## config.mk

```make
export PLATFORM = sky130hd
export DESIGN_NAME = i2s_tx_serializer
export DESIGN_NICKNAME = d
export VERILOG_FILES = /design/src/rtl/i2s_tx_serializer_pkg.sv /design/src/rtl/i2s_tx_serializer_bck.sv /design/src/rtl/i2s_tx_serializer.sv
export SDC_FILE = /design/constraint.sdc
export NUM_CORES = 1
export LEC_CHECK = 0
export CAP_MARGIN = 20
export CORE_MARGIN = 2
export CORE_UTILIZATION = 25
export DETAILED_ROUTE_END_ITERATION = 8
export PLACE_DENSITY = 0.49
export REMOVE_ABC_BUFFERS = 1
export SLEW_MARGIN = 20
export SYNTH_ARGS = -nofsm -noshare
export SYNTH_HDL_FRONTEND = slang
export SYNTH_SLANG_ARGS = --single-unit
```

## constraint.sdc

```tcl
create_clock -name AMCLK_i -period 9.2 [get_ports AMCLK_i]
set_input_delay 1.84 -clock AMCLK_i [delete_from_list [all_inputs] [get_ports AMCLK_i]]
set_output_delay 1.84 -clock AMCLK_i [all_outputs]
set_load 0.03 [all_outputs]
```

## src/rtl/i2s_tx_serializer_pkg.sv

```systemverilog
// i2s_tx_serializer_pkg: shared audio constants and the stereo sample type
package i2s_tx_serializer_pkg;
    localparam int I2S_SLOT_W     = 32;
    localparam int AUDIO_SAMPLE_W = 24;
    typedef struct packed {
        logic [AUDIO_SAMPLE_W-1:0] left;
        logic [AUDIO_SAMPLE_W-1:0] right;
    } stereo_sample_t;
endpackage

```

## src/rtl/i2s_tx_serializer_bck.sv

```systemverilog
// i2s_bck_gen: divides the master clock into the I2S bit clock
//   clk_i  : audio master clock
//   rst_i  : asynchronous active-high reset
//   bck_o  : bit clock, toggles every BCK_DIV clk_i cycles
//   fall_o : high in the clk_i cycle whose edge drives bck_o low
module i2s_bck_gen #(
    parameter int BCK_DIV = 4
) (
    input  logic clk_i,
    input  logic rst_i,
    output logic bck_o,
    output logic fall_o
);
    localparam int DW = BCK_DIV > 1 ? $clog2(BCK_DIV) : 1;
    logic [DW-1:0] div_q, div_d;
    logic          bck_q, bck_d, tc;
    always_comb begin
        tc    = div_q == DW'(BCK_DIV - 1);
        div_d = tc ? '0 : div_q + 1'b1;
        bck_d = bck_q ^ tc;
    end
    always_ff @(posedge clk_i or posedge rst_i) begin
        if (rst_i) begin
            div_q <= '0;
            bck_q <= 1'b0;
        end else begin
            div_q <= div_d;
            bck_q <= bck_d;
        end
    end
    assign bck_o  = bck_q;
    assign fall_o = tc & bck_q;
endmodule

```

## src/rtl/i2s_tx_serializer.sv

```systemverilog
// i2s_tx_serializer: buffers stereo PCM pairs and sends them as Philips I2S
//   AMCLK_i, ARST           : master clock, asynchronous active-high reset
//   APSDATA_LEFT/RIGHT_i    : two's complement samples, qualified by APDATA_VALID_i
//   downsample_2x_i         : accept only every second valid pair
//   I2S_BCK, I2S_WS, I2S_DATA : I2S bit clock, word select (0 = left), data MSB first
//   UNDERRUN_o, OVERRUN_o   : one-cycle flags for empty-buffer frame start / overwritten pair
module i2s_tx_serializer
    import i2s_tx_serializer_pkg::*;
#(
    parameter int SAMPLE_W = AUDIO_SAMPLE_W,
    parameter int SLOT_W   = I2S_SLOT_W,
    parameter int BCK_DIV  = 4
) (
    input  logic                AMCLK_i,
    input  logic                ARST,
    input  logic [SAMPLE_W-1:0] APSDATA_LEFT_i,
    input  logic [SAMPLE_W-1:0] APSDATA_RIGHT_i,
    input  logic                APDATA_VALID_i,
    input  logic                downsample_2x_i,
    output logic                I2S_BCK,
    output logic                I2S_WS,
    output logic                I2S_DATA,
    output logic                UNDERRUN_o,
    output logic                OVERRUN_o
);
    localparam int FRAME = 2 * SLOT_W;
    // one spare bit so that slot arithmetic never aliases into valid bit positions
    localparam int BW = $clog2(FRAME) + 1;
    localparam logic [SAMPLE_W-1:0] MSB = SAMPLE_W'(1) << (SAMPLE_W - 1);
    logic                fall, accept, load;
    logic [BW-1:0]       b_q, b_d, rb;
    logic [SAMPLE_W-1:0] buf_l_q, buf_l_d, buf_r_q, buf_r_d;
    logic [SAMPLE_W-1:0] rep_l_q, rep_l_d, rep_r_q, rep_r_d;
    logic                full_q, full_d, phase_q, phase_d;
    logic                ws_q, ws_d, data_q, data_d, und_q, und_d, ovr_q, ovr_d;
    i2s_bck_gen #(.BCK_DIV(BCK_DIV)) u_bck (
        .clk_i (AMCLK_i),
        .rst_i (ARST),
        .bck_o (I2S_BCK),
        .fall_o(fall)
    );
    always_comb begin
        accept  = APDATA_VALID_i & ~(downsample_2x_i & phase_q);
        phase_d = downsample_2x_i & (phase_q ^ APDATA_VALID_i);
        load    = fall & (b_q == BW'(FRAME - 1));
        b_d     = fall ? (load ? '0 : b_q + 1'b1) : b_q;
        // the repeat register is the frame source; it only changes on a load with a full buffer
        rep_l_d = load & full_q ? buf_l_q : rep_l_q;
        rep_r_d = load & full_q ? buf_r_q : rep_r_q;
        full_d  = accept | (full_q & ~load);
        buf_l_d = accept ? APSDATA_LEFT_i : buf_l_q;
        buf_r_d = accept ? APSDATA_RIGHT_i : buf_r_q;
        und_d   = load & ~full_q;
        ovr_d   = accept & full_q & ~load;
        rb      = b_d - BW'(SLOT_W);
        ws_d    = fall ? (b_d >= BW'(SLOT_W - 1) && b_d <= BW'(FRAME - 2)) : ws_q;
        // a one-hot mask walks down each sample; outside the sample bits it shifts out to zero
        data_d  = fall ? (|(rep_l_d & (MSB >> b_d)) | |(rep_r_d & (MSB >> rb))) : data_q;
    end
    always_ff @(posedge AMCLK_i or posedge ARST) begin
        if (ARST) begin
            b_q     <= BW'(FRAME - 1);
            buf_l_q <= '0;
            buf_r_q <= '0;
            rep_l_q <= '0;
            rep_r_q <= '0;
            full_q  <= 1'b0;
            phase_q <= 1'b0;
            ws_q    <= 1'b0;
            data_q  <= 1'b0;
            und_q   <= 1'b0;
            ovr_q   <= 1'b0;
        end else begin
            b_q     <= b_d;
            buf_l_q <= buf_l_d;
            buf_r_q <= buf_r_d;
            rep_l_q <= rep_l_d;
            rep_r_q <= rep_r_d;
            full_q  <= full_d;
            phase_q <= phase_d;
            ws_q    <= ws_d;
            data_q  <= data_d;
            und_q   <= und_d;
            ovr_q   <= ovr_d;
        end
    end
    assign I2S_WS     = ws_q;
    assign I2S_DATA   = data_q;
    assign UNDERRUN_o = und_q;
    assign OVERRUN_o  = ovr_q;
endmodule

```

==> impl_metrics.tcl <==
set metrics [dict create \
    outcome "completed" \
    gp_congestion 0.802 \
    synth.top_cell.area_share 0.525 \
    skew_ns 0.0102 \
    fin_area_mm2 0.00619 \
    synth.most_common_cell "dfrtp_1" \
    crit_path_start_kind "flop" \
    hp-class "reg2reg" \
    fmax_mhz 248 \
    die-width_um 146 \
    die_h_um 146 \
    critPathRequiredTime_ns 9.40 \
    whs_ns 0.436 \
    rsz0062_at_grt "no" \
    finalCriticalPeriod_ns 4.04 \
    fin_crit_sh 0.439 \
    cts-root-buf "clkbuf_16" \
    ctsResizeCount 0 \
    drc 0 \
    synth_edf_count 0 \
    path_class "reg2reg" \
    yosysUniqueCellTypes 53 \
    pin_count 57 \
    worst_pin_slew_ns 0.900 \
    numCtsBuffers 9 \
    async_reset_ff_frac 1.00 \
    fin_cells 737 \
    p_per_area_mw_per_mm2 163 \
    area_delta_synth_final_pct 22.6 \
    dpl_cell_area_mm2 0.00589 \
    start_util 0.257 \
    netlist_area_mm2 0.00505 \
    ctsHoldBuffers 0 \
    grt_pass1_vias 3450 \
    clock_path_buffers 2 \
    cp.arrival_ns 4.23 \
    power.leakage_uw 0.00279 \
    fin_tns_setup_ns 0 \
    core_area_mm2 0.0197 \
    synth_cells 417 \
    vias 3257 \
    yosys_most_used_dff "dfrtp_1" \
    postSynthAreaPerCell_um2 12.1 \
    grt_pass1_wl_mm 19.0 \
    nets 525 \
    drt_pass1_iterations 6 \
    placementRows 51 \
    grt-ovfl-total 0 \
    dp_hpwl_mm 7.74 \
    drtIter0Drc 112 \
    drv_slew 0 \
    clock_latency_ns 0.35 \
    cts_tree "done" \
    dieArea_mm2 0.0214 \
    post_cts_buffers 0 \
    diodes 0 \
    synthTopCellsByCount "dfrtp_1, nand2_1, mux2_2" \
    synth.ff_latch_count 112 \
    grt_antenna_before_repair 0 \
    vias_per_cell 4.42 \
    place_inst 721 \
    yosysWarnings 0 \
    post_drt_wl_per_cell_um 15.2 \
    htree_levels 3 \
    drtAntennaViolNets 0 \
    grtUsageTotal 0.113 \
    cts.sinks 112 \
    layout-drive-gt1-share 0.216 \
    totalWireLength_mm 11.2 \
    io_buffer_count 56 \
    drv_cap 0 \
    cp-end-kind "flop" \
    synthTopCellsByArea "dfrtp_1, mux2_2, nand2_1" \
    slew_headroom 0.398 \
    worst-path-max-fanout 53 \
    synth_area_leader_cell "dfrtp_1" \
    peakVddDrop_mv 0.0824 \
    clkTransAtPathRegs_ns 0.07 \
    hold_viol_final 0 \
    setup-violations-final 0 \
    seq_area_frac_synth 0.556 \
    grt_max_degree 82 \
]
-- state kept, by name, summed over array words and instances (netlist names) --
signal and cells:
buf_r_q 24, rep_l_q 24, phase_q 1, u_bck.bck_o 1
b_q 7, UNDERRUN_o 1, buf_l_q 24, I2S_DATA 1
u_bck.div_q 2, OVERRUN_o 1, I2S_WS 1, full_q 1
rep_r_q 24
-- routing by layer --
metal  vias to the layer above  global-route usage  part of all wire
met1                      1602               0.152              0.48
met3                        12              0.0309             0.043
met4                         0              0.0379             0.015
met2                        55               0.175              0.46
met5                         -                   0                 0
li1                       1588                   -                 -
-- cell usage in the layout, fill, tap and decap left out, drive strengths merged, types with 4 or more instances in the layout --
| cell | instances |
|---|---|
| a21oi | 4 |
| and2 | 6 |
| and3 | 5 |
| buf | 4 |
| clkbuf | 13 |
| clkdlybuf4s50 | 56 |
| dfrtp | 106 |
| dfstp | 6 |
| ha | 6 |
| inv | 15 |
| mux2 | 64 |
| mux2i | 5 |
| mux4 | 8 |
| nand2 | 78 |
| nand3 | 6 |
| nand4 | 4 |
| nor2 | 8 |
| nor3 | 4 |
| nor4 | 4 |
| o2111ai | 5 |
| o21ai | 11 |
| o31ai | 4 |
| or4 | 4 |
| xor2 | 5 |
-- per-stage QoR --
step | utilization | setup slack, ns | power [uW]
floorplan | - | 3.00 | 591
global placement | 0.300 | 5.28 | 627
detailed placement | 0.300 | 5.16 | 628
CTS | 0.315 | 5.14 | 1030
global route | 0.315 | 4.86 | 1060
finish | 0.315 | 5.16 | 1010
-- kinds of logic (layout without fill, tap and decap cells) --
| group | after synthesis | count (layout) | synth area share |
|---|---|---|---|
| and+or+nand+nor | 128 | 128 | 0.124 |
| buffers and inverters | 37 | 92 | 0.0312 |
| DFF | 112 | 112 | 0.556 |
| AOI/OAI and AO/OA | 50 | 50 | 0.0733 |
| xor gates and xnor gates | 7 | 7 | 0.0121 |
| adders and majority gates | 6 | 6 | 0.0149 |
| muxes | 77 | 77 | 0.188 |
-- final timing paths --
kind | startpoint | end | slack (ns) | cells after the start
min in group asynchronous | ARST | buf_l_q[9]$_DFFE_PP0P_ | 1.84 | 2
max | u_bck.div_q[0]$_DFF_PP0_ | I2S_DATA$_DFFE_PP0N_ | 5.16 | 9
min | u_bck.div_q[0]$_DFF_PP0_ | u_bck.div_q[0]$_DFF_PP0_ | 0.44 | 1
max in group asynchronous | ARST | buf_r_q[18]$_DFFE_PP0P_ | 6.30 | 3
min reg2reg | u_bck.div_q[0]$_DFF_PP0_ | u_bck.div_q[0]$_DFF_PP0_ | 0.44 | 1
max reg2reg | u_bck.div_q[0]$_DFF_PP0_ | I2S_DATA$_DFFE_PP0N_ | 5.16 | 9
-- power breakdown --
part	total, uW	internal [uW]	leakage (uW)	switching (uW)
Sequential	540	521	0.00142	18.4
Clock	392	219	0.000140	173
Combinational	75.9	48.3	0.00123	27.5
Total	1010	788	0.00279	219
-- cell type report --
| type | count | area [um2] |
|---|---|---|
| tap | 265 | 332 |
| fill | 2031 | 13500 |
| timing repair buffer | 60 | 594 |
| multi-input combinational | 268 | 2100 |
| clock inverter | 3 | 42.5 |
| inverter | 16 | 62.6 |
| sequential | 112 | 2810 |
| clock buffer | 13 | 250 |
-- worst max-delay path, stage by stage, from the launching register on --
cell       delay, ns
dfrtp_1         0.36
ha_1            0.17
ha_1            0.66
and4b_4         0.42
nand3_4         0.52
mux4_2          0.68
a22o_1          0.24
or4_1           0.53
o2111ai_1       0.13
o2111ai_1       0.14
Power figures use the tool's default switching activity.
